==> src/rtl/led_bank_sched_pkg.sv <==
// Shared encodings and pattern tables for the LED bank scheduler.
// LED_SCHED_OVERRIDE_EN adds the OVERRIDE state.
package led_sched_pkg;

  typedef enum logic [1:0] {
    WALK   = 2'd0,
    BOUNCE = 2'd1,
    COUNT  = 2'd2,
    BLINK  = 2'd3
  } mode_e;

`ifdef LED_SCHED_OVERRIDE_EN
  typedef enum logic [1:0] {
    RUN      = 2'd0,
    PAUSED   = 2'd1,
    OVERRIDE = 2'd2
  } state_e;
`else
  typedef enum logic [1:0] {
    RUN    = 2'd0,
    PAUSED = 2'd1
  } state_e;
`endif

  localparam int BOUNCE_LEN = 6;

  localparam logic [3:0][3:0] WALK_PAT = {
    4'b1000, 4'b0100, 4'b0010, 4'b0001
  };

  // Two top entries pad the table to a power of two; never reached.
  localparam logic [7:0][3:0] BOUNCE_PAT = {
    4'b0000, 4'b0000,
    4'b0010, 4'b0100, 4'b1000,
    4'b0100, 4'b0010, 4'b0001
  };

  function automatic logic [3:0] pat_of(
    mode_e m, logic [3:0] s
  );
    logic [3:0] p;
    unique case (m)
      WALK:   p = WALK_PAT[s[1:0]];
      BOUNCE: p = BOUNCE_PAT[s[2:0]];
      COUNT:  p = s;
      BLINK:  p = {4{s[0]}};
    endcase
    return p;
  endfunction

  function automatic logic [3:0] step_next(
    mode_e m, logic [3:0] s
  );
    logic [3:0] n;
    unique case (m)
      WALK:
        n = (s[1:0] == 2'd3) ? 4'd0 : s + 4'd1;
      BOUNCE:
        n = (s == 4'(BOUNCE_LEN - 1)) ? 4'd0
                                      : s + 4'd1;
      COUNT:  n = s + 4'd1;
      BLINK:  n = {3'b000, ~s[0]};
    endcase
    return n;
  endfunction

endpackage

==> src/rtl/led_bank_sched_if.sv <==
// Control/status bundle between the top level and the LED scheduler.
// The ovr_* signals stay even when LED_SCHED_OVERRIDE_EN is undefined.
interface led_bank_sched_if;

  logic [1:0] mode_sel;
  logic       mode_load;
  logic       pause;
  logic       ovr_req;
  logic [3:0] ovr_data;
  logic       ovr_gnt;
  logic       tick;
  logic [3:0] led;

  modport master (
    output mode_sel, mode_load, pause,
    output ovr_req, ovr_data,
    input  ovr_gnt, tick, led
  );

  modport slave (
    input  mode_sel, mode_load, pause,
    input  ovr_req, ovr_data,
    output ovr_gnt, tick, led
  );

endinterface

==> src/rtl/led_bank_sched_prescaler.sv <==
// Free-running step prescaler; tick flags the last count of each period.
// The top registers it so the output pulse lines up with the LED update.
module led_prescaler #(
  parameter int CLK_DIV = 1250000
) (
  input  logic clk,
  input  logic rst,
  output logic tick
);

  localparam int CW = $clog2(CLK_DIV);
  localparam logic [CW-1:0] LAST = CW'(CLK_DIV - 1);

  logic [CW-1:0] cnt;

  always_ff @(posedge clk) begin
    if (rst) begin
      cnt <= '0;
    end else if (cnt == LAST) begin
      cnt <= '0;
    end else begin
      cnt <= cnt + CW'(1);
    end
  end

  assign tick = (cnt == LAST);

endmodule

==> src/rtl/led_bank_sched.sv <==
// 4-LED bank scheduler: pattern engine, pause and override arbitration.
// LED_SCHED_OVERRIDE_EN enables the override requester path.
module led_bank_sched
  import led_sched_pkg::*;
#(
  parameter int CLK_DIV = 1250000
) (
  input logic             clk,
  input logic             rst,
  led_bank_sched_if.slave bus
);

  logic       pre_tick;
  state_e     state;
  state_e     state_nxt;
  mode_e      mode;
  logic [3:0] step;
  logic [3:0] pat;
  logic [3:0] pat_nxt;
  logic       adv;
  logic       gnt_nxt;
  logic       gnt_q;
  logic       tick_q;
  logic [3:0] led_q;

  led_prescaler #(
    .CLK_DIV(CLK_DIV)
  ) u_prescaler (
    .clk  (clk),
    .rst  (rst),
    .tick (pre_tick)
  );

  // Next state depends only on the request levels; override beats pause.
  always_comb begin
    state_nxt = RUN;
    gnt_nxt   = 1'b0;
    if (bus.pause) begin
      state_nxt = PAUSED;
    end
`ifdef LED_SCHED_OVERRIDE_EN
    if (bus.ovr_req) begin
      state_nxt = OVERRIDE;
      gnt_nxt   = 1'b1;
    end
`endif
    adv     = pre_tick && (state == RUN)
              && !bus.mode_load;
    pat_nxt = adv ? pat_of(mode, step) : pat;
  end

`ifndef LED_SCHED_OVERRIDE_EN
  logic unused_ovr;
  assign unused_ovr = bus.ovr_req;
`endif

  always_ff @(posedge clk) begin
    if (rst) begin
      state  <= RUN;
      mode   <= WALK;
      step   <= 4'd0;
      pat    <= 4'd0;
      led_q  <= 4'd0;
      gnt_q  <= 1'b0;
      tick_q <= 1'b0;
    end else begin
      state  <= state_nxt;
      tick_q <= pre_tick;
      pat    <= pat_nxt;
      gnt_q  <= gnt_nxt;
      led_q  <= gnt_nxt ? bus.ovr_data : pat_nxt;
      if (bus.mode_load) begin
        mode <= mode_e'(bus.mode_sel);
        step <= 4'd0;
      end else if (adv) begin
        step <= step_next(mode, step);
      end
    end
  end

  assign bus.led     = led_q;
  assign bus.tick    = tick_q;
  assign bus.ovr_gnt = gnt_q;

endmodule

==> src/flat_wrapper.sv <==
// flat-port wrapper written by rule: the top's interface ports become plain ports
module led_bank_sched_flat import led_sched_pkg::*;
#(
  parameter int CLK_DIV = 1250000
)
  (clk, rst, bus_mode_sel, bus_mode_load, bus_pause, bus_ovr_req, bus_ovr_data, bus_ovr_gnt, bus_tick, bus_led);
  led_bank_sched_if bus_i ();
  input logic clk;
  input logic rst;
  input wire logic [$bits(bus_i.mode_sel)-1:0] bus_mode_sel;
  input wire logic [$bits(bus_i.mode_load)-1:0] bus_mode_load;
  input wire logic [$bits(bus_i.pause)-1:0] bus_pause;
  input wire logic [$bits(bus_i.ovr_req)-1:0] bus_ovr_req;
  input wire logic [$bits(bus_i.ovr_data)-1:0] bus_ovr_data;
  output wire logic [$bits(bus_i.ovr_gnt)-1:0] bus_ovr_gnt;
  output wire logic [$bits(bus_i.tick)-1:0] bus_tick;
  output wire logic [$bits(bus_i.led)-1:0] bus_led;
  assign bus_i.mode_sel = bus_mode_sel;
  assign bus_i.mode_load = bus_mode_load;
  assign bus_i.pause = bus_pause;
  assign bus_i.ovr_req = bus_ovr_req;
  assign bus_i.ovr_data = bus_ovr_data;
  assign bus_ovr_gnt = bus_i.ovr_gnt;
  assign bus_tick = bus_i.tick;
  assign bus_led = bus_i.led;
  led_bank_sched #(.CLK_DIV(CLK_DIV)) u_core (.clk(clk), .rst(rst), .bus(bus_i));
endmodule
==> config.mk <==
export PLATFORM = sky130hd
export DESIGN_NAME = led_bank_sched_flat
export DESIGN_NICKNAME = d
export VERILOG_FILES = /design/src/rtl/led_bank_sched_pkg.sv /design/src/rtl/led_bank_sched_if.sv /design/src/rtl/led_bank_sched_prescaler.sv /design/src/rtl/led_bank_sched.sv /design/src/flat_wrapper.sv
export SDC_FILE = /design/constraint.sdc
export NUM_CORES = 1
export LEC_CHECK = 0
export CORE_MARGIN = 1.5
export CORE_UTILIZATION = 35
export DETAILED_ROUTE_END_ITERATION = 16
export GPL_TIMING_DRIVEN = 0
export SYNTH_ARGS = -nofsm -noshare
export SYNTH_HDL_FRONTEND = slang
export SYNTH_SLANG_ARGS = --single-unit
==> constraint.sdc <==
create_clock -name clk -period 2.9 [get_ports clk]
set_clock_uncertainty 0.05 [all_clocks]
set_input_delay 0.29 -clock clk [delete_from_list [all_inputs] [get_ports clk]]
set_output_delay 0.29 -clock clk [all_outputs]
set_load 0.02 [all_outputs]
==> impl_metrics.ini, run 1 <==
[clock_tree]
cts_root_buffer = clkbuf_8
post-cts-setup-buffers = 0
clock_latency_ns = 0.28
cts_resized = 0
postCtsHoldBufs = 0
tritoncts = done
clkSinkCount = 37
clock_path_buffers = 2
path_clk_slew_ns = 0.07
cts_made_buffers = 5
h-tree-depth = 2

[worst_setup_path]
path_cells = ha_1, inv_1, ha_1, or3b_2, o32ai_2, xnor2_1, o41ai_1
crit_path_end_kind = flop
cpPeakStageDelay_ns = 0.52
crit_top_cell = ha_1
cp_data_arrival_time_ns = 2.51
critPathKind = reg -> reg
cp.required_ns = 3.03
cp-start-kind = flop
crit_fanout = 9
cp_slowest_cell = dfxtp_1
r2r_start = u_core.step[1]
startpoint = u_core.step[1]

[floorplan]
rows = 27
ios = 17
start_util = 0.3617
core_um2 = 5473
dieArea_um2 = 6115
die_h_um = 78.20
die_w_um = 78.20

[routing]
vias = 1636
viasPerCell = 5.177
avgRoutedWirePerCell_um = 13.04
finalWirelength_um = 4121
drcViolationCount = 0
drtPass1Iterations = 4
final_antenna_net_count = 0
dr.first_iter.drc_count = 77

[cells_and_area]
fin_nets = 260
final_common_cell = dfxtp_1
final_util = 0.4150
final_area_um2 = 2271
fin_cells = 316
diodes = 0
nFillCells = 565
syn_to_final_growth_pct = 14.73
drive_gt1_frac = 0.1189
final_cell_mix = dfxtp_1 (37), nor2_1 (22), nand3_1 (15), a21oi_1 (14), o21ai_0 (13)

[grt]
grt_pass1_vias = 1593
grt_pass1_wl_um = 7327
overflow = 0
antenna_found_initial = 0
grt_max_degree = 12
grtUsageTotal = 0.1491

[min_path]
hold_path.class = reg -> reg
hp-start = u_core.pat[1]

[synthesis]
syn_inst = 226
synth.distinct_cells = 50
ys.flop_type = dfxtp_1
syn_area_um2 = 1979
synth_nets = 243
synth.top_cell.area_share = 0.3742
synth_edf_count = 0
yosysWarnings = 0
seq_area_frac_synth = 0.3742
ys_async_sr_fraction = 0
synth-seq-cells = 37
synth_top_area_cell = dfxtp_1
synthTopCellsByArea = dfxtp_1 (37%), xnor2_1 (4.9%), nor2_1 (4.2%), ha_1 (3.8%), nand3_1 (3.8%)
postSynthAreaPerCell_um2 = 8.758

[timing]
setup_violations = 0
period_share = 0.8207
max-slew-margin-rel = 0.5298
worstMarginPinSlew_ns = 0.6955
layout_setup_ws_ns = 0.5200
slew_violations = 0
rsz0062_at_grt = no
fmax_mhz = 420.2
finalHoldViolCount = 0
tns_ns = 0
fin_crit_ns = 2.380

[placement]
numPortBuffers = 10
dp.cells = 308
dp_slack_ns = 0.5042
hpwl_um = 3023
place_area_um2 = 2170
place.gp.congestion = 0.8748

[pwr]
p_per_area_nw_per_um2 = 422.9
ir_worst_vdd_uv = 270.1
p_leak_nw = 0.7436

[status]
status = finished, final reports clean

[flow_run]
max_cap_violations = 0
[logic make-up (layout without fill, tap and decap cells)]
| kind of cell | Yosys count | after routing | synth area share |
|---|---|---|---|
| AO/OA/AOI/OAI | 42 | 42 | 0.1359 |
| XOR/XNOR | 15 | 15 | 0.06637 |
| multiplexers | 6 | 6 | 0.04930 |
| adder cells (fa/ha/maj) | 6 | 6 | 0.03793 |
| other | 1 | 1 | 0.001895 |
| flip-flops | 37 | 37 | 0.3742 |
| AND/OR/NAND/NOR | 94 | 94 | 0.2769 |
| buffers and inverters | 25 | 43 | 0.05752 |
[metal layers]
metal / vias up / wire (µm) / track usage
li1: 845 / - / -
met1: 771 / 1969 / 0.1830
met2: 18 / 2017 / 0.2565
met3: 2 / 111 / 0.04186
met4: 0 / 23 / 0.03750
met5: - / 0 / 0
[power by group]
part / total, mW / switching [mW] / leakage, nW / internal [mW]
clock network: 0.391 / 0.176 / 0.0542 / 0.215
logic: 0.0495 / 0.0273 / 0.390 / 0.0222
registers: 0.520 / 0.00659 / 0.299 / 0.514
[critical path, delay by kind of cell, from the launching register on]
kind | cells | cell delay, ns
flip-flops | 1 | 0.52
AO/OA/AOI/OAI | 2 | 0.55
AND/OR/NAND/NOR | 1 | 0.45
XOR/XNOR | 1 | 0.11
adder cells (fa/ha/maj) | 2 | 0.53
buffers and inverters | 1 | 0.05
[worst paths after layout]
| check | to | slack (ns) | cells past startpoint |
|---|---|---|---|
| setup / recovery | flop | 0.52 | 7 |
| hold / removal | u_core.pat[1] | 0.43 | 2 |
| setup reg to reg | flop | 0.52 | 7 |
| hold reg to reg | u_core.pat[1] | 0.43 | 2 |
[stage by stage]
step	power, mW	hold slack (ns)
final	0.9605	0.4256
after global routing	1.014	0.4530
after CTS	0.9777	0.4306
after detailed placement	0.5825	0.4202
after global placement	0.5817	0.4122
after floorplan	0.5644	0.3682
[final cells by class]
class                           count  area, µm²  share of cell area
Buffer                             16      80.08             0.03526
Clock buffer                        7      96.34             0.04242
Clock inverter                      1      5.005            0.002204
Inverter                            9      33.78             0.01488
Multi-Input combinational cell    164       1125              0.4953
Sequential cell                    37      740.7              0.3262
Tap cell                           72      90.09             0.03967
Timing Repair Buffer               10      100.1             0.04408
[Yosys cell counts (4+ instances only)]
library cell / count
and3_1: 4
a21oi_1: 14
inv_1: 9
or3_1: 5
dfxtp_1: 37
nand2_1: 10
buf_2: 4
xor2_1: 4
clkbuf_1: 8
xnor2_1: 11
o21ai_0: 13
ha_1: 6
nand3_1: 15
nor2_1: 22
nor3_1: 7
No activity file was read; power rests on OpenSTA's default activity.
==> run 2: changes to the inputs <==
Clock period 2.9 ns to 2.06 ns, I/O delays scaled along.
==> run 2 against run 1 <==
  * Flip-flop and latch count did not move
  * Largest cell class unchanged
  * Critical path depth did not move
  * Total power rose by 42%
  * Clock-buffer cell count did not move
  * Non-clock buffer count rose by 1
  * Global-route usage rose by 0.32 points
==> impl_metrics.ini, run 2 (synthesis gave the netlist of run 1 again) <==
[routing]
finalWirelength_um = 4274
drtPass1Iterations = 5
vias = 1685
viasPerCell = 5.315
avgRoutedWirePerCell_um = 13.48
final_antenna_net_count = 0
dr.first_iter.drc_count = 83
drcViolationCount = 0

[worst_setup_path]
cp_data_arrival_time_ns = 2.11
path_cells = ha_4, inv_1, ha_1, or3b_2, o32ai_4, xnor2_2, o41ai_2
crit_family = simple AND/OR/NAND/NOR gates
crit_fanout = 4
r2r_start = u_core.step[0]
cpPeakStageDelay_ns = 0.47
startpoint = u_core.step[0]
cp.required_ns = 2.21
critPathKind = reg -> reg
cp_num_buf_inv = 1
crit_path_end_kind = flop
rr_worst_depth = 7
path_depth = 7
cp_slowest_cell = or3b_2
cp-start-kind = flop
rrSetupSlack_ns = 0.1

[cells_and_area]
nFillCells = 546
fin_nets = 261
drive_gt1_frac = 0.1837
fin_cells = 317
final_common_cell = dfxtp_1
final_cell_mix = dfxtp_1 (32), nor2_1 (22), nand3_1 (15), a21oi_1 (14), o21ai_0 (13)
diodes = 0
syn_to_final_growth_pct = 19.03

[grt]
antenna_found_initial = 0
use_met2 = 0.2583
grt_max_degree = 12
grtUsageTotal = 0.1523
grt_busiest_layer = met2
overflow = 0
grt_pass1_vias = 1639
met1_usage = 0.1823
gr-usage-met3 = 0.04535
grt_pass1_wl_um = 7438

[timing]
fin_crit_ns = 1.961
slew_violations = 0
hold_ws_ns = 0.4142
period_share = 0.9520
finalHoldViolCount = 0
fmax_mhz = 509.9
rsz0062_at_grt = yes
setup_violations = 0

[pwr]
power_frac_seq = 0.535
p_per_area_nw_per_um2 = 579.6
ir_worst_vdd_uv = 456.5
finalPower_mw = 1.366
p_int_mw = 1.057
power_frac_comb = 0.055
switching_power_uw = 308.3
switching_share = 0.2258
p_leak_nw = 0.7720
p_clk_frac = 0.410

[floorplan]
dieArea_um2 = 6115
start_util = 0.3617
die_h_um = 78.20
rows = 27
die_w_um = 78.20
ios = 17
core_um2 = 5473

[clock_tree]
cts_made_buffers = 5
clock_path_buffers = 2
clkSinkCount = 37
clock_latency_ns = 0.29
h-tree-depth = 2
tritoncts = done
postCtsHoldBufs = 0
cts_root_buffer = clkbuf_8
path_clk_slew_ns = 0.07

[placement]
numPortBuffers = 10
hpwl_um = 3014
dp.cells = 308
place.gp.congestion = 0.8538

[flow_run]
max_cap_violations = 0

[min_path]
hp-start = bus_pause
hold_path.class = in -> reg

[status]
status = finished, final reports clean
run 2: changes by cell type in the layout (fill, tap and decap cells not counted), sizes merged:
cell	delta
buf	+2
clkbuf	-1
run 2: how the worst min path moves through the flow:
stage,cells after the start,endpoint,slack (ns)
final,2,u_core.state[0],0.41
after detailed placement,2,u_core.pat[3],0.42
after CTS,2,u_core.state[0],0.40
after floorplan,1,u_core.state[0],0.28
after global routing,2,u_core.state[0],0.41
after global placement,2,u_core.pat[1],0.41
run 2: layer usage:
| layer | vias to the layer above | share of wire |
|---|---|---|
| met5 | - | 0 |
| met4 | 0 | 0.0068 |
| met3 | 2 | 0.033 |
| met2 | 30 | 0.49 |
| met1 | 800 | 0.47 |
| li1 | 853 | - |
run 2: final cells by class:
| type | count | area, µm² | share of cell area |
|---|---|---|---|
| well taps | 72 | 90.09 | 0.03824 |
| inverters | 9 | 33.78 | 0.01434 |
| plain buffers | 15 | 78.83 | 0.03346 |
| repair buffers | 12 | 115.1 | 0.04886 |
| multi-input cells | 164 | 1185 | 0.5029 |
| clock buffers | 7 | 96.34 | 0.04089 |
| flip-flops and latches | 37 | 752.0 | 0.3192 |
| clock inverters | 1 | 5.005 | 0.002124 |
run 2: repair_timing:
action,CTS,global route
endpoints found under the setup margin,7,26
setup buffers,2,0
gates resized for setup,9,8
pin swaps,2,2
hold endpoints to repair,0,0
run 2: power by group through the flow:
stage / Combinational [mW] / Clock (mW) / Sequential, mW
2_1_floorplan: 0.0476 / 0 / 0.747
5_1_grt: 0.0824 / 0.621 / 0.731
6_report: 0.0748 / 0.561 / 0.730
3_3_place_gp: 0.0705 / 0 / 0.748
4_1_cts: 0.0736 / 0.581 / 0.731
3_5_place_dp: 0.0706 / 0 / 0.749
run 2: metrics by stage:
stage / area, µm² / setup TNS [ns] / utilization / setup WS, ns
after floorplan: 1981 / 0 / - / 0.05159
after global placement: 2171 / -0.3586 / 0.3967 / -0.1765
after detailed placement: 2171 / -0.3711 / 0.3967 / -0.2056
after CTS: 2317 / 0 / 0.4234 / 0.001281
after global routing: 2356 / -0.01476 / 0.4305 / -0.01361
final: 2356 / 0 / 0.4305 / 0.09882
